File: config.mk
export PLATFORM = sky130hd
export DESIGN_NAME = csa_stream_xor_flat
export DESIGN_NICKNAME = d
export VERILOG_FILES = /design/src/rtl/csa_stream_xor_if.sv /design/src/rtl/csa_stream_xor.sv /design/src/flat_wrapper.sv
export SDC_FILE = /design/constraint.sdc
export NUM_CORES = 1
export LEC_CHECK = 0
export CORE_MARGIN = 2
export CORE_UTILIZATION = 51
export CTS_CLUSTER_DIAMETER = 120
export DETAILED_ROUTE_END_ITERATION = 12
export HOLD_SLACK_MARGIN = 0.1
export PLACE_DENSITY_LB_ADDON = 0.15
export SLEW_MARGIN = 20
export SYNTH_ARGS = -nofsm -noshare
export SYNTH_HDL_FRONTEND = slang
export SYNTH_SLANG_ARGS = --single-unit
File: constraint.sdc
create_clock -name clk -period 3.2 [get_ports clk]
set_input_delay 0.64 -clock clk [delete_from_list [all_inputs] [get_ports clk]]
set_output_delay 0.64 -clock clk [all_outputs]
set_load 0.005 [all_outputs]
File: src/rtl/csa_stream_xor_if.sv
// Byte stream handshake bundle: vld/dat driven by the producer, rdy by the consumer.
// Latency: none (wires only).
// Backpressure: a transfer happens on a rising edge where vld and rdy are both high.
interface csa_stream_xor_if;
    logic       vld;
    logic       rdy;
    logic [7:0] dat;

    modport master (output vld, output dat, input rdy);
    modport slave  (input vld, input dat, output rdy);
endinterface

File: src/rtl/csa_stream_xor.sv
// CSA stream-layer combiner: XORs buffered keystream onto payload after SKIP_BYTES clear bytes; CSA_XOR_BYPASS_EN adds bypass_i.
// Latency: 1 cycle from ct handshake to pt_vld (registered output); done 1 cycle after final pt handshake.
// Backpressure: ct/ks ready are decoded from registered state and pt rdy only; output holds until pt rdy.
module csa_stream_xor #(
    parameter int KS_DEPTH   = 4,
    parameter int SKIP_BYTES = 8
) (
    input  logic              clk,
    input  logic              rst_n,
    input  logic              start_i,
    input  logic [7:0]        pkt_len_i,
`ifdef CSA_XOR_BYPASS_EN
    input  logic              bypass_i,
`endif
    csa_stream_xor_if.slave   ks_if,
    csa_stream_xor_if.slave   ct_if,
    csa_stream_xor_if.master  pt_if,
    output logic              busy_o,
    output logic              done_o
);

    localparam int AW = (KS_DEPTH > 1) ? $clog2(KS_DEPTH) : 1;
    localparam logic [AW:0]   FULL_CNT = (AW+1)'(KS_DEPTH);
    localparam logic [AW-1:0] PTR_ONE  = AW'(1);

    typedef enum logic [1:0] {IDLE, PASS, XOR, FIN} state_e;

    state_e          state_q, state_d;
    logic [7:0]      len_q, len_d;
    logic [7:0]      byte_cnt_q, byte_cnt_d;
    logic [7:0]      ks_cnt_q, ks_cnt_d;
    logic [7:0]      pt_dat_q, pt_dat_d;
    logic            pt_vld_q, pt_vld_d;
    logic            done_q, done_d;
    logic            bypass_q, bypass_d;
    logic [AW-1:0]   wr_ptr_q, wr_ptr_d;
    logic [AW-1:0]   rd_ptr_q, rd_ptr_d;
    logic [AW:0]     fill_q, fill_d;
    logic [7:0]      ks_mem_q [KS_DEPTH];

    logic            start_byp;
    logic            fifo_full, fifo_empty, out_free;
    logic            ks_push, ct_hs, xor_pop, last_byte;
    logic [7:0]      ks_need;

`ifdef CSA_XOR_BYPASS_EN
    assign start_byp = bypass_i;
`else
    assign start_byp = 1'b0;
`endif

    assign fifo_full  = (fill_q == FULL_CNT);
    assign fifo_empty = (fill_q == '0);
    assign out_free   = !pt_vld_q || pt_if.rdy;
    assign busy_o     = (state_q != IDLE);
    assign done_o     = done_q;
    assign pt_if.vld  = pt_vld_q;
    assign pt_if.dat  = pt_dat_q;

    // Keystream still owed to this packet; the generator is never drained past it.
    always_comb begin
        ks_need = 8'd0;
        if (!bypass_q && (int'(len_q) > SKIP_BYTES))
            ks_need = 8'(int'(len_q) - SKIP_BYTES);
    end

    assign ks_if.rdy = busy_o && !fifo_full && (ks_cnt_q < ks_need);
    assign ct_if.rdy = ((state_q == PASS) || ((state_q == XOR) && !fifo_empty)) && out_free;

    assign ks_push   = ks_if.vld && ks_if.rdy;
    assign ct_hs     = ct_if.vld && ct_if.rdy;
    assign xor_pop   = ct_hs && (state_q == XOR);
    assign last_byte = (byte_cnt_q == len_q - 8'd1);

    always_comb begin
        state_d    = state_q;
        len_d      = len_q;
        byte_cnt_d = byte_cnt_q;
        ks_cnt_d   = ks_cnt_q;
        pt_dat_d   = pt_dat_q;
        pt_vld_d   = pt_vld_q;
        done_d     = 1'b0;
        bypass_d   = bypass_q;
        wr_ptr_d   = wr_ptr_q;
        rd_ptr_d   = rd_ptr_q;
        fill_d     = fill_q;

        if (ks_push) begin
            wr_ptr_d = wr_ptr_q + PTR_ONE;
            ks_cnt_d = ks_cnt_q + 8'd1;
        end
        if (xor_pop)
            rd_ptr_d = rd_ptr_q + PTR_ONE;
        case ({ks_push, xor_pop})
            2'b10:   fill_d = fill_q + (AW+1)'(1);
            2'b01:   fill_d = fill_q - (AW+1)'(1);
            default: fill_d = fill_q;
        endcase

        if (ct_hs) begin
            pt_vld_d   = 1'b1;
            pt_dat_d   = (state_q == XOR) ? (ct_if.dat ^ ks_mem_q[rd_ptr_q]) : ct_if.dat;
            byte_cnt_d = byte_cnt_q + 8'd1;
        end else if (pt_if.rdy) begin
            pt_vld_d = 1'b0;
        end

        case (state_q)
            IDLE: begin
                if (start_i) begin
                    len_d      = pkt_len_i;
                    byte_cnt_d = 8'd0;
                    ks_cnt_d   = 8'd0;
                    wr_ptr_d   = '0;
                    rd_ptr_d   = '0;
                    fill_d     = '0;
                    bypass_d   = start_byp;
                    if (pkt_len_i == 8'd0)
                        state_d = FIN;
                    else if ((SKIP_BYTES == 0) && !start_byp)
                        state_d = XOR;
                    else
                        state_d = PASS;
                end
            end
            PASS: begin
                if (ct_hs) begin
                    if (last_byte)
                        state_d = FIN;
                    else if (!bypass_q && (int'(byte_cnt_q) == SKIP_BYTES - 1))
                        state_d = XOR;
                end
            end
            XOR: begin
                if (ct_hs && last_byte)
                    state_d = FIN;
            end
            FIN: begin
                // Finish as soon as the last output byte is gone or leaving this edge.
                if (out_free) begin
                    done_d  = 1'b1;
                    state_d = IDLE;
                end
            end
            default: state_d = IDLE;
        endcase
    end

    always_ff @(posedge clk or negedge rst_n) begin
        if (!rst_n) begin
            state_q    <= IDLE;
            len_q      <= 8'd0;
            byte_cnt_q <= 8'd0;
            ks_cnt_q   <= 8'd0;
            pt_dat_q   <= 8'd0;
            pt_vld_q   <= 1'b0;
            done_q     <= 1'b0;
            bypass_q   <= 1'b0;
            wr_ptr_q   <= '0;
            rd_ptr_q   <= '0;
            fill_q     <= '0;
        end else begin
            state_q    <= state_d;
            len_q      <= len_d;
            byte_cnt_q <= byte_cnt_d;
            ks_cnt_q   <= ks_cnt_d;
            pt_dat_q   <= pt_dat_d;
            pt_vld_q   <= pt_vld_d;
            done_q     <= done_d;
            bypass_q   <= bypass_d;
            wr_ptr_q   <= wr_ptr_d;
            rd_ptr_q   <= rd_ptr_d;
            fill_q     <= fill_d;
        end
    end

    // Storage needs no reset: the fill count alone decides what is valid.
    always_ff @(posedge clk) begin
        if (ks_push)
            ks_mem_q[wr_ptr_q] <= ks_if.dat;
    end

endmodule

File: src/flat_wrapper.sv
// flat-port wrapper written by rule: the top's interface ports become plain ports
module csa_stream_xor_flat 
#(
    parameter int KS_DEPTH   = 4,
    parameter int SKIP_BYTES = 8
)
  (clk, rst_n, start_i, pkt_len_i, busy_o, done_o, ks_if_vld, ks_if_dat, ks_if_rdy, ct_if_vld, ct_if_dat, ct_if_rdy, pt_if_vld, pt_if_dat, pt_if_rdy);
  csa_stream_xor_if ks_if_i ();
  csa_stream_xor_if ct_if_i ();
  csa_stream_xor_if pt_if_i ();
  input  logic clk;
  input  logic rst_n;
  input  logic start_i;
  input  logic [7:0] pkt_len_i;
  output logic busy_o;
  output logic done_o;
  input wire logic [$bits(ks_if_i.vld)-1:0] ks_if_vld;
  input wire logic [$bits(ks_if_i.dat)-1:0] ks_if_dat;
  output wire logic [$bits(ks_if_i.rdy)-1:0] ks_if_rdy;
  input wire logic [$bits(ct_if_i.vld)-1:0] ct_if_vld;
  input wire logic [$bits(ct_if_i.dat)-1:0] ct_if_dat;
  output wire logic [$bits(ct_if_i.rdy)-1:0] ct_if_rdy;
  output wire logic [$bits(pt_if_i.vld)-1:0] pt_if_vld;
  output wire logic [$bits(pt_if_i.dat)-1:0] pt_if_dat;
  input wire logic [$bits(pt_if_i.rdy)-1:0] pt_if_rdy;
  assign ks_if_i.vld = ks_if_vld;
  assign ks_if_i.dat = ks_if_dat;
  assign ks_if_rdy = ks_if_i.rdy;
  assign ct_if_i.vld = ct_if_vld;
  assign ct_if_i.dat = ct_if_dat;
  assign ct_if_rdy = ct_if_i.rdy;
  assign pt_if_vld = pt_if_i.vld;
  assign pt_if_dat = pt_if_i.dat;
  assign pt_if_i.rdy = pt_if_rdy;
  csa_stream_xor #(.KS_DEPTH(KS_DEPTH), .SKIP_BYTES(SKIP_BYTES)) u_core (.clk(clk), .rst_n(rst_n), .start_i(start_i), .pkt_len_i(pkt_len_i), .ks_if(ks_if_i), .ct_if(ct_if_i), .pt_if(pt_if_i), .busy_o(busy_o), .done_o(done_o));
endmodule
# ---- After elaboration in Yosys (flattened, before gate mapping)
# Memory sizes are Yosys's and may differ from the RTL's.
# Index checks and enable logic that the tools add are counted.
dict set report classes {
  eq_ne 13
  magnitude_cmp 2
  muxes 31
  n_addsub 8
  bitwise 1
  n_reduce_logical 20
}
# operator n
set op_table {}
lappend op_table {{$mux 8} 8}
lappend op_table {{$mux 2} 13}
lappend op_table {{$add 8x1->8 const B} 2}
lappend op_table {{$eq 8x4->1 const B} 1}
lappend op_table {{$eq 8x8->1} 1}
lappend op_table {{$gt 8x4->1 const B} 1}
lappend op_table {{$logic_and 1x1->1} 8}
lappend op_table {{$logic_not 8->1} 1}
lappend op_table {{$lt 8x8->1} 1}
lappend op_table {{$pmux 2 s4} 1}
lappend op_table {{$sub 8x1->8 const B} 1}
lappend op_table {{$sub 8x4->8 const B} 1}
lappend op_table {{$xor 8x8->8} 1}
lappend op_table {{$eq 2x2->1 const B} 3}
lappend op_table {{$mux 1} 6}
lappend op_table {{$mux 3} 2}
lappend op_table {{$pmux 3 s2} 1}
lappend op_table {{$reduce_and 5->1} 1}
lappend op_table {{$add 2x1->2 const B} 2}
lappend op_table {{$eq 2x1->1 const B} 2}
lappend op_table {{$ne 2x1->1 const B} 2}
lappend op_table {{$ne 2x2->1 const B} 2}
lappend op_table {{$reduce_bool 2->1} 2}
lappend op_table {{$add 3x1->3 const B} 1}
lappend op_table {{8 further kinds} 11}
dict set report word_totals {
  ram_bits 32
  elab_cells 86
  mem_count 1
  ff_bits 43
  input_bits 30
}
# name depth width read_ports rd_clocked_by_memory_dff wr line_no
set memory_table {}
lappend memory_table {u_core.ks_mem_q 4 8 1 0 1 csa_stream_xor.sv:39} ;# logic [7:0] ks_mem_q [KS_DEPTH];

# ---- Depth between registers and ports, before layout
# Gate-level depths: netlist of run 1.
dict set report depth {
  ltp_word 11
  mapped_depth 19
}

# ---- Worst setup path after synthesis of run 1
# No wires, ideal clock.
dict set report synth_path {
  kind {reg2reg}
  from {register u_core.len_q[0]}
  to {register u_core.fill_q[2]}
  setup_ns 0.078
  path_slack_ns -0.271
  stages_incl_launch_ff 20
  arrival_ns 3.393
  n_path_buf 1
  path_cell_list {dfrtp_1 > inv_1 > ha_1 > nor2b_1 > o21ai_2 > nand2_1 > ha_1 > a21o_1 > a21oi_1 > nor2b_1 > a2111oi_2 > and3_1 > buf_6 > inv_1 > ha_1 > inv_1 > fa_1 > xor2_1 > or3_1 > a21oi_1}
}
dict set report synth_via {
  elab_chain_len 9
  word_cells_on_any_way 11
  cone_classes {add/sub: 1; order compare: 2; eq/ne: 2; mux: 4; reduce/logical: 2}
}
# element line_no
set synth_rtl {}
lappend synth_rtl {{start: declaration} csa_stream_xor.sv:29} ;# logic [7:0] len_q, len_d;
lappend synth_rtl {{start signal: assignment} csa_stream_xor.sv:164} ;# len_q <= len_d;
lappend synth_rtl {{$sub 8x4->8 or $gt 8x4->1 (tied branches)} {csa_stream_xor.sv:64, csa_stream_xor.sv:63}}
lappend synth_rtl {{$mux 8 (*)} csa_stream_xor.sv:63} ;# if (!bypass_q && (int'(len_q) > SKIP_BYTES))
lappend synth_rtl {{$lt 8x8->1 (*)} csa_stream_xor.sv:67} ;# assign ks_if.rdy = busy_o && !fifo_full && (ks_cnt_q < ks_need);
lappend synth_rtl {{$logic_and 1x1->1 (*)} csa_stream_xor.sv:67}
lappend synth_rtl {{$logic_and 1x1->1 (*)} csa_stream_xor.sv:70} ;# assign ks_push = ks_if.vld && ks_if.rdy;
lappend synth_rtl {{$eq 2x1->1 or $eq 2x2->1 (tied branches)} csa_stream_xor.sv:94} ;# case ({ks_push, xor_pop})
lappend synth_rtl {{$pmux 3 s2 (*)} csa_stream_xor.sv:94}
lappend synth_rtl {{$mux 3} csa_stream_xor.sv:110} ;# if (start_i) begin
lappend synth_rtl {{$mux 3 (*)} csa_stream_xor.sv:108} ;# case (state_q)
lappend synth_rtl {{via u_core.fill_d[2]} csa_stream_xor.sv:38} ;# logic [AW:0] fill_q, fill_d;
lappend synth_rtl {{end signal: assignment} csa_stream_xor.sv:173} ;# fill_q <= fill_d;
lappend synth_rtl {{end: declaration} csa_stream_xor.sv:38}
# The timed path passes the listed nets; every way through them passes the cells marked *.
# A chain may end at the register's enable or synchronous reset.

# ---- Worst setup path in the final report of run 1
dict set report layout_path {
  from {register u_core.len_q[4]}
  to {output ks_if_rdy}
}
dict set report layout_via {
  elab_chain_len 4
  word_cells_on_any_way 5
  cone_classes {add/sub: 1; order compare: 2; mux: 1; reduce/logical: 1}
}
# element line_no
set layout_rtl {}
lappend layout_rtl {{$sub 8x4->8 or $gt 8x4->1 (tied branches)} {csa_stream_xor.sv:64, csa_stream_xor.sv:63}}
lappend layout_rtl {{$mux 8 (*)} csa_stream_xor.sv:63}
lappend layout_rtl {{$lt 8x8->1 (*)} csa_stream_xor.sv:67}
lappend layout_rtl {{$logic_and 1x1->1 (*)} csa_stream_xor.sv:67}
lappend layout_rtl {{end: declaration} flat_wrapper.sv:19} ;# output wire logic [$bits(ks_if_i.rdy)-1:0] ks_if_rdy;
# Mark *: on every way between the ends. The rest lies on a longest branch, timed or not.

==> flow_summary.json, run 1 <==
{
  "status": "finished, violations left",
  "violations": "negative setup slack",
  "yosys.area.top_type": "dfrtp_1",
  "place_inst": 507,
  "synthFlopType": "dfrtp_1",
  "ir_worst_vdd_uv": 370,
  "layout-drive-gt1-share_pct": 21.2,
  "arrival_ns": 2.64,
  "initial_core_util_pct": 51.9,
  "crit_fanout": 3,
  "grt_max_degree": 44,
  "ys_seq_elements": 75,
  "ios": 43,
  "drtIter0Drc": 202,
  "ys_types": 54,
  "drc": 0,
  "grt_overflow": 0,
  "clock_latency_ns": 0.35,
  "synth_top_area_share_pct": 27.1,
  "slew_headroom_pct": 61.4,
  "cts_tree": "yes",
  "finalSetupViolations": 2,
  "r2r_slack_ns": -0.02,
  "yosysSeqAreaShare_pct": 51.4,
  "final_nets": 473,
  "stdcell_count": 527,
  "setup.worst_path.end_class": "primary output",
  "grt_pass1_vias": 2834,
  "antenna_left": 0,
  "drv_slew": 0,
  "antenna_found_initial": 0,
  "hold_viol": 0,
  "total_power_mw": 4.44,
  "wl_per_cell_um": 15.8,
  "async_flop_share_pct": 57.3,
  "crit_type": "reg2out",
  "cts_buffers": 9,
  "vias_per_cell": 5.45,
  "grt_setup_unrepaired": "true",
  "clk_pin_slew_ns": 0.08,
  "min_path_type": "in2async",
  "clk_path_buf_depth": 2,
  "wirelength_um": 8310,
  "clkSinkCount": 75,
  "clock_tree.root_cell": "clkbuf_8",
  "num-fill-cells": 578,
  "yosys_warnings": 0,
  "fmax_ghz": 0.305,
  "power_leakage_nw": 2.09,
  "die-area_um2": 8500,
  "min_period_over_period_pct": 102,
  "grt_use_total_pct": 21.0,
  "pwr_density_cell_nw_per_um2": 880,
  "setup_slack_ns": -0.0794,
  "firstDrtPassIters": 4,
  "syn2layout_area_growth_pct": 27.1,
  "max-cap-violations": 0,
  "syn_avg_cell_area_um2": 11.4,
  "synth_edf_count": 32,
  "worst_pin_slew_ns": 0.579,
  "chipHeight_um": 92.2,
  "synth_area_leaders": "dfrtp_1 (27%), edfxtp_1 (24%), ha_1 (6.9%)",
  "vias": 2870,
  "synth_nets": 402,
  "grt_pass1_wl_um": 13800,
  "final_cell_mix": "nand2_1 (43), dfrtp_1 (43), clkdlybuf4s50_1 (40)",
  "place_congestion": 0.819,
  "rows": 32,
  "die_x_um": 92.2,
  "numPortBuffers": 42,
  "dp_hpwl_um": 5910,
  "syn_inst": 349,
  "core-area_um2": 7650,
  "syn_area_um2": 3970,
  "antenna_cells": 0,
  "start_kind": "flop",
  "layout_min_cycle_time_ns": 3.28,
  "required_ns": 2.56,
  "htreeDepth": 3,
  "finClkSkew_ns": 0.00853
}
[Yosys cell counts (all sizes together) (2+ instances only)]
master and instances:
nor3 5, a211oi 2, nor4 5, nand4 12, mux2i 6, or2 2, buf 7, a21oi 12
o41ai 4, dfrtp 43, nor2 29, xnor2 8, and2 6, or3 2, mux4 8, edfxtp 32
inv 15, nand2b 5, and3 5, o21ai 9, nand3 2, nand2 45, o311ai 5, a21o 2
ha 22, nor2b 6, clkbuf 9, xor2 22
[final cells by class]
cell class	count	area, um^2	area share (%)
sequential	75	2040	40.4
multi-input combinational	243	1930	38.2
timing repair buffer	76	701	13.9
clock buffer	11	131	2.61
tap	102	128	2.53
clock inverter	5	63.8	1.27
inverter	15	56.3	1.12
[power by group]
group | leakage [nW] | switching (mW) | total (mW) | internal (mW)
combinational | 1.16 | 1.09 | 2.20 | 1.11
clock | 0.0941 | 0.366 | 0.733 | 0.366
sequential | 0.837 | 0.219 | 1.50 | 1.29
total | 2.09 | 1.68 | 4.44 | 2.76
[path summary, 6_finish.rpt]
kind                       depth (start not counted)                            start                               to
setup / recovery                                  10      u_core.len_q[4]$_DFFE_PN0P_                        ks_if_rdy
hold / removal                                     1                            rst_n  u_core.pt_if.dat[1]$_DFFE_PN0P_
setup reg to reg                                  17      u_core.len_q[4]$_DFFE_PN0P_       u_core.fill_q[2]$_DFF_PN0_
hold reg to reg                                    2  u_core.pt_if.dat[3]$_DFFE_PN0P_  u_core.pt_if.dat[3]$_DFFE_PN0P_
max in group asynchronous                          1                            rst_n     u_core.ks_cnt_q[7]$_DFF_PN0_
min in group clk                                   2  u_core.pt_if.dat[3]$_DFFE_PN0P_  u_core.pt_if.dat[3]$_DFFE_PN0P_
[flip-flops by register name, summed over array words and instances, names as in the netlist, 2 cells and up]
signal and count:
u_core.state_q 2, u_core.len_q 8, u_core.ks_cnt_q 8, u_core.fill_q 3
u_core.pt_if.dat 8, u_core.rd_ptr_q 2, u_core.wr_ptr_q 2, u_core.byte_cnt_q 8
u_core.ks_mem_q 32
[through the flow]
stage / worst slack (ns) / TNS [ns] / hold WS (ns) / utilization [%] / area (um^2)
after floorplan: -0.134 / -0.187 / 0.344 / - / 4010
after global placement: -0.0591 / -0.0591 / 0.506 / 62.0 / 4740
after detailed placement: -0.104 / -0.155 / 0.519 / 62.0 / 4740
after CTS: -0.0854 / -0.186 / 0.483 / 65.4 / 5000
after global routing: -0.224 / -0.553 / 0.313 / 65.9 / 5040
final: -0.0794 / -0.102 / 0.277 / 65.9 / 5040
[worst max-delay path, stage by stage (launching register included)]
cell and delay (ns):
dfrtp_1 0.43, buf_4 0.15, nor3_2 0.20, nand2_1 0.08, mux2_2 0.26, ha_1 0.30, a21oi_2 0.16, nor2b_2 0.06
a2111o_1 0.41, nor2_2 0.13, buf_2 0.12
[kinds of logic (layout without fill, tap and decap cells)]
group,after synthesis,after routing,synth area share (%)
compound gates,45,45,8.45
xor+xnor,30,30,6.62
fa+ha+maj,23,23,7.44
buf+inv,31,107,3.25
flops,75,75,51.4
mux,15,15,6.34
simple gates,130,130,16.5
[what timing repair did]
action                                 CTS  global route
endpoints found under the hold margin    0             0
buffers inserted                         3             1
pin swaps                               14            11
hold buffers                             0             0
setup endpoints to repair                3            33
gates cloned                             0             0
resized for setup                       13             8
[per-layer routing]
metal  part of all wire, %  track usage (%)  routed length [um]
met5                     0                0                   0
met2                    47             32.4                3930
met4                   1.5             7.46                 125
met3                   4.1             3.70                 343
met1                    47             30.2                3910
No activity file was read; power rests on OpenSTA's default activity.
==> run 2: changes to the inputs <==
--- a/config.mk
+++ b/config.mk
@@ -6,7 +6,8 @@
 export NUM_CORES = 1
 export LEC_CHECK = 0
 export CORE_MARGIN = 2
-export CORE_UTILIZATION = 51
+export CORE_UTILIZATION = 35
+export CTS_BUF_LIST = sky130_fd_sc_hd__clkbuf_4 sky130_fd_sc_hd__clkbuf_8
 export CTS_CLUSTER_DIAMETER = 120
 export DETAILED_ROUTE_END_ITERATION = 12
 export HOLD_SLACK_MARGIN = 0.1
==> constraint.sdc (replaced) <==
create_clock -name clk -period 3.8 [get_ports clk]
set_input_delay 0.76 -clock clk [delete_from_list [all_inputs] [get_ports clk]]
set_output_delay 0.76 -clock clk [all_outputs]
set_load 0.005 [all_outputs]
==> run 2 against run 1 <==
  * Routed wire length grew 2.1%
  * Clock skew grew 0.0015 ns
  * Count of clock-buffer cells in the layout shrank 2
  * Critical path type unchanged
  * Highest routed layer unchanged
  * Sequential cell count is the same
  * Core utilization shrank 22 points
  * Register-to-register slack gained 0.36 ns
  * The flow now finishes without violations
  * Cell area shrank 4.4%
  * Clock power shrank 14%
  * Final cell count grew 3.2%
  * Critical path depth grew 2
==> flow_summary.json, run 2 (same netlist as run 1, synthesis figures left out) <==
{
  "status": "completed",
  "num-fill-cells": 1035,
  "setup.worst_path.end_class": "primary output",
  "clk_pin_slew_ns": 0.09,
  "final_area_um2": 4820,
  "clkSinkCount": 75,
  "vias": 2666,
  "finalSetupViolations": 0,
  "required_ns": 3.04,
  "chipHeight_um": 110,
  "layout_min_cycle_time_ns": 3.59,
  "antenna_left": 0,
  "power_leakage_nw": 1.97,
  "die_x_um": 110,
  "wl_per_cell_um": 15.6,
  "clock_latency_ns": 0.36,
  "final_cell_mix": "nand2_1 (45), dfrtp_1 (42), clkdlybuf4s50_1 (40)",
  "regMostFlops": "u_core.ks_mem_q",
  "initial_core_util_pct": 36.3,
  "numPortBuffers": 42,
  "dpl-instance-area_um2": 4570,
  "wirelength_um": 8490,
  "arrival_ns": 2.83,
  "hold_viol": 0,
  "rows": 38,
  "grt_pass1_wl_um": 14000,
  "grt_setup_unrepaired": "false",
  "layout-drive-gt1-share_pct": 13.6,
  "clk_path_buf_depth": 2,
  "grt_pass1_vias": 2742,
  "final_common_cell": "nand2_1",
  "finClkSkew_ns": 0.0100,
  "crit_type": "reg2out",
  "ctsHoldBuffers": 0,
  "worst_pin_slew_ns": 0.825,
  "crit_fanout": 3,
  "place_congestion": 0.817,
  "largest_reg_flops": 32,
  "multiInputGateArea_um2": 1840,
  "vias_per_cell": 4.90,
  "grt_max_degree": 25,
  "grt_use_total_pct": 14.6,
  "finalSetupTns_ns": 0,
  "clock_tree.root_cell": "clkbuf_8",
  "syn2layout_area_growth_pct": 21.5,
  "ios": 43,
  "die-area_um2": 12200,
  "pwr_density_cell_nw_per_um2": 721,
  "cts_buffers": 9,
  "drtIter0Drc": 130,
  "htreeDepth": 3,
  "reg2regPathDepth": 18,
  "ir_worst_vdd_uv": 267,
  "slew_headroom_pct": 45.0,
  "drc": 0,
  "final_nets": 452,
  "start_kind": "flop",
  "cts_tree": "yes",
  "grt_overflow": 0,
  "core-area_um2": 10900,
  "dp_hpwl_um": 6220,
  "final-seq-area_um2": 2040,
  "max-cap-violations": 0,
  "firstDrtPassIters": 4,
  "antenna_cells": 0,
  "antenna_found_initial": 0,
  "min_period_over_period_pct": 94.6,
  "min_path_type": "in2async",
  "fmax_ghz": 0.278,
  "drv_slew": 0
}
-- run 2: power breakdown --
| group | leakage [nW] | switching, mW | total (mW) | internal [mW] |
|---|---|---|---|---|
| Combinational | 1.03 | 0.797 | 1.54 | 0.745 |
| Clock | 0.100 | 0.323 | 0.631 | 0.308 |
| Sequential | 0.835 | 0.217 | 1.30 | 1.08 |
-- run 2: cell type report --
class / count / share of cell area (%)
clock buffer: 9 / 2.57
inverter: 15 / 1.17
tap: 140 / 3.64
clock inverter: 7 / 1.53
sequential: 75 / 42.3
multi-input combinational: 243 / 38.2
timing repair buffer: 55 / 10.6
-- run 2: metrics by stage --
step / setup WS [ns] / total power [mW] / hold WS (ns) / utilization (%) / std cells
finish: 0.207 / 3.47 / 0.380 / 44.1 / 544
global route: 0.000637 / 3.76 / 0.415 / 44.1 / 544
CTS: 0.174 / 3.49 / 0.399 / 43.8 / 544
detailed placement: 0.192 / 2.82 / 0.522 / 41.8 / 525
global placement: 0.229 / 2.79 / 0.508 / 41.8 / 525
floorplan: 0.329 / 2.27 / 0.464 / - / 349
-- run 2: worst paths after layout --
path	end	slack, ns	startpoint
setup / recovery	ks_if_rdy	0.21	u_core.len_q[0]$_DFFE_PN0P_
hold / removal	u_core.ks_cnt_q[2]$_DFF_PN0_	0.38	rst_n
setup reg to reg	u_core.fill_q[2]$_DFF_PN0_	0.34	u_core.len_q[0]$_DFFE_PN0P_
hold reg to reg	u_core.pt_if.dat[5]$_DFFE_PN0P_	0.54	u_core.pt_if.dat[5]$_DFFE_PN0P_
max in group asynchronous	u_core.byte_cnt_q[0]$_DFF_PN0_	2.70	rst_n
min in group clk	u_core.pt_if.dat[5]$_DFFE_PN0P_	0.54	u_core.pt_if.dat[5]$_DFFE_PN0P_
-- run 2: metal layers --
layer / vias to the layer above / share of wire (%) / global-route usage [%]
li1: 1341 / - / -
met4: 0 / 1.4 / 5.42
met1: 1270 / 50 / 20.5
met3: 10 / 3.5 / 3.07
met5: - / 0 / 0
met2: 45 / 45 / 22.4
-- run 2: what timing repair did --
item / 4_1_cts / 5_1_grt
buffers inserted: 3 / 0
cloned: 0 / 0
gates resized for setup: 3 / 5
pin swaps: 1 / 0
endpoints found under the setup margin: 1 / 1
-- run 2: worst max-delay path: stages (launching register included) --
cell           delay (ns)
dfrtp_1              0.35
inv_1                0.07
ha_1                 0.20
nor2b_1              0.13
o21ai_2              0.18
nand2_1              0.08
ha_1                 0.29
a21o_1               0.18
a21oi_1              0.15
nor2b_1              0.08
a2111o_1             0.41
nor2_1               0.11
dlygate4sd2_1        0.24
==> run 3: changes to the inputs <==
--- a/config.mk
+++ b/config.mk
@@ -11,7 +11,7 @@
 export CTS_CLUSTER_DIAMETER = 120
 export DETAILED_ROUTE_END_ITERATION = 12
 export HOLD_SLACK_MARGIN = 0.1
-export PLACE_DENSITY_LB_ADDON = 0.15
+export PLACE_DENSITY = 0.59
 export SLEW_MARGIN = 20
 export SYNTH_ARGS = -nofsm -noshare
 export SYNTH_HDL_FRONTEND = slang
==> constraint.sdc (replaced) <==
create_clock -name clk -period 3.85 [get_ports clk]
set_input_delay 0.77 -clock clk [delete_from_list [all_inputs] [get_ports clk]]
set_output_delay 0.77 -clock clk [all_outputs]
set_load 0.005 [all_outputs]
==> run 3 against run 2 <==
  * Count of clock-buffer cells in the layout did not move
  * Die area unchanged
  * Core utilization fell by 0.33 points
  * Highest routed layer unchanged
==> flow_summary.json, run 3 (same netlist as run 1, synthesis figures left out) <==
{
  "final_cell_mix": "nand2_1 (45), dfrtp_1 (43), clkdlybuf4s50_1 (40)",
  "wl_per_cell_um": 15.5,
  "min_path_type": "in2async",
  "crit_type": "reg2out",
  "grt_pass1_wl_um": 14000,
  "slew_headroom_pct": 36.0,
  "worst_pin_slew_ns": 0.959,
  "die-area_um2": 12200,
  "grt_use_total_pct": 14.4,
  "whs_ns": 0.404,
  "drc": 0,
  "numPortBuffers": 42,
  "vias_per_cell": 5.11,
  "largest_reg_flops": 32,
  "clock_latency_ns": 0.36,
  "chipHeight_um": 110,
  "slowest_delay_ns": 0.49,
  "wirelength_um": 8390,
  "crit_fanout": 4,
  "layout_min_cycle_time_ns": 3.63,
  "r2r_slack_ns": 0.34,
  "arrival_ns": 2.86,
  "vias": 2761,
  "p_switching_mw": 1.36,
  "crit_family": "compound AO/OA/AOI/OAI gates",
  "cp_cell_sequence": "inv_1 > ha_1 > xor2_1 > nand2_1 > ha_1 > a21o_1 > a21oi_1 > nor2b_1 > a2111o_1 > nor2_1 > dlygate4sd2_1",
  "finalSetupTns_ns": 0,
  "ir_worst_vdd_uv": 240,
  "cts_tree": "yes",
  "setup.worst_path.end_class": "primary output",
  "max-cap-violations": 0,
  "grt_overflow": 0,
  "clock_tree.root_cell": "clkbuf_8",
  "drv_slew": 0,
  "cp_num_cells": 11,
  "r2r_start": "u_core.len_q[4]$_DFFE_PN0P_",
  "combPwrFrac_pct": 44.4,
  "clk_pin_slew_ns": 0.10,
  "antenna_found_initial": 0,
  "power_leakage_nw": 1.94,
  "ios": 43,
  "p_int_mw": 2.04,
  "crit_top_cell": "ha_1",
  "r2r-end": "u_core.fill_q[2]$_DFF_PN0_",
  "syn2layout_area_growth_pct": 20.6,
  "clk_path_buf_depth": 2,
  "layout-drive-gt1-share_pct": 12.3,
  "required_ns": 3.08,
  "drtIter0Drc": 119,
  "hold_viol": 0,
  "cpMaxStageDelayCell": "dfrtp_1",
  "die_x_um": 110,
  "total_power_mw": 3.39,
  "grt_setup_unrepaired": "false",
  "power_frac_seq_pct": 37.9,
  "antenna_left": 0,
  "power.share.clock_pct": 17.7,
  "utilization_pct": 43.7,
  "reg2regPathDepth": 17,
  "clkSinkCount": 75,
  "grt_pass1_vias": 2767,
  "critPathBufInv": 2,
  "cts_buffers": 9,
  "rows": 38,
  "status": "completed",
  "dp_hpwl_um": 5840,
  "fmax_ghz": 0.275,
  "netSwitchingFraction_pct": 39.9,
  "antenna_cells": 0,
  "firstDrtPassIters": 5,
  "grt_max_degree": 44,
  "core-area_um2": 10900,
  "regMostFlops": "u_core.ks_mem_q",
  "final_common_cell": "nand2_1",
  "finalSetupViolations": 0,
  "htreeDepth": 3,
  "pwr_density_cell_nw_per_um2": 709,
  "place_congestion": 0.870,
  "finClkSkew_ns": 0.0114,
  "min_period_over_period_pct": 94.3,
  "start_kind": "flop",
  "initial_core_util_pct": 36.3,
  "final_nets": 448
}
-- run 3: cell types whose count changed in the layout (fill, tap and decap cells not counted), moves of 2 or more --
cell / change
buf_4: -3
clkinv_2: -2
inv_6: -2
inv_8: +2
-- run 3: cell type report --
type                    instances  area (um^2)
fillers                      1030         6150
well taps                     140          175
flip-flops and latches         75         2040
inverters                      15         56.3
clock inverters                 7         71.3
multi-input cells             243         1830
repair buffers                 51          484
clock buffers                   9          124
-- run 3: what timing repair did --
item                                    CTS  global route
endpoints found under the hold margin     0             0
buffers inserted                          3             0
endpoints found under the setup margin    1             0
hold buffers                              0             0
gates resized for setup                   6             0
-- run 3: per-layer routing --
layer  vias to the layer above  track usage, %  part of all wire [%]
met1                      1353            20.7                    50
met5                         -               0                     0
li1                       1342               -                     -
met4                         0            5.25                   1.8
met3                        13            3.18                   3.9
met2                        53            21.3                    44
-- run 3: metrics by stage --
stage / instance area, um^2 / std cells / setup slack [ns]
global route: 4780 / 540 / 0.0524
CTS: 4780 / 540 / 0.218
global placement: 4540 / 521 / 0.261
finish: 4780 / 540 / 0.219
detailed placement: 4540 / 521 / 0.163
floorplan: 3970 / 349 / 0.379
-- run 3: worst reg2reg max path, stage by stage, from the launching register on --
cell and delay [ns]:
dfrtp_1 0.49, inv_1 0.09, ha_1 0.23, xor2_1 0.16
nand2_1 0.08, ha_1 0.29, a21o_1 0.18, a21oi_1 0.13
nor2b_1 0.08, a2111oi_2 0.41, and3_1 0.25, inv_1 0.05
ha_1 0.19, inv_1 0.08, fa_1 0.18, xor2_1 0.08
or3_1 0.31, a21oi_1 0.15
-- run 3: worst max-delay path by stage --
| stage | endpoint | slack [ns] | start |
|---|---|---|---|
| after global placement | ks_if_rdy | 0.26 | u_core.len_q[0]$_DFFE_PN0P_ |
| after CTS | ks_if_rdy | 0.22 | u_core.len_q[0]$_DFFE_PN0P_ |
| after global routing | ks_if_rdy | 0.05 | u_core.len_q[1]$_DFFE_PN0P_ |
| final | ks_if_rdy | 0.22 | u_core.len_q[4]$_DFFE_PN0P_ |
| after floorplan | u_core.fill_q[2]$_DFF_PN0_ | 0.38 | u_core.len_q[0]$_DFFE_PN0P_ |
| after detailed placement | ks_if_rdy | 0.16 | u_core.len_q[0]$_DFFE_PN0P_ |
-- run 3: power by group through the flow --
stage                     logic (mW)  clock network [mW]  registers [mW]
final                           1.51               0.600            1.29
after global routing            1.69               0.656            1.32
after CTS                       1.51               0.619            1.28
after detailed placement        1.46                   0            1.29
after global placement          1.44                   0            1.28
after floorplan                 1.02                   0            1.22
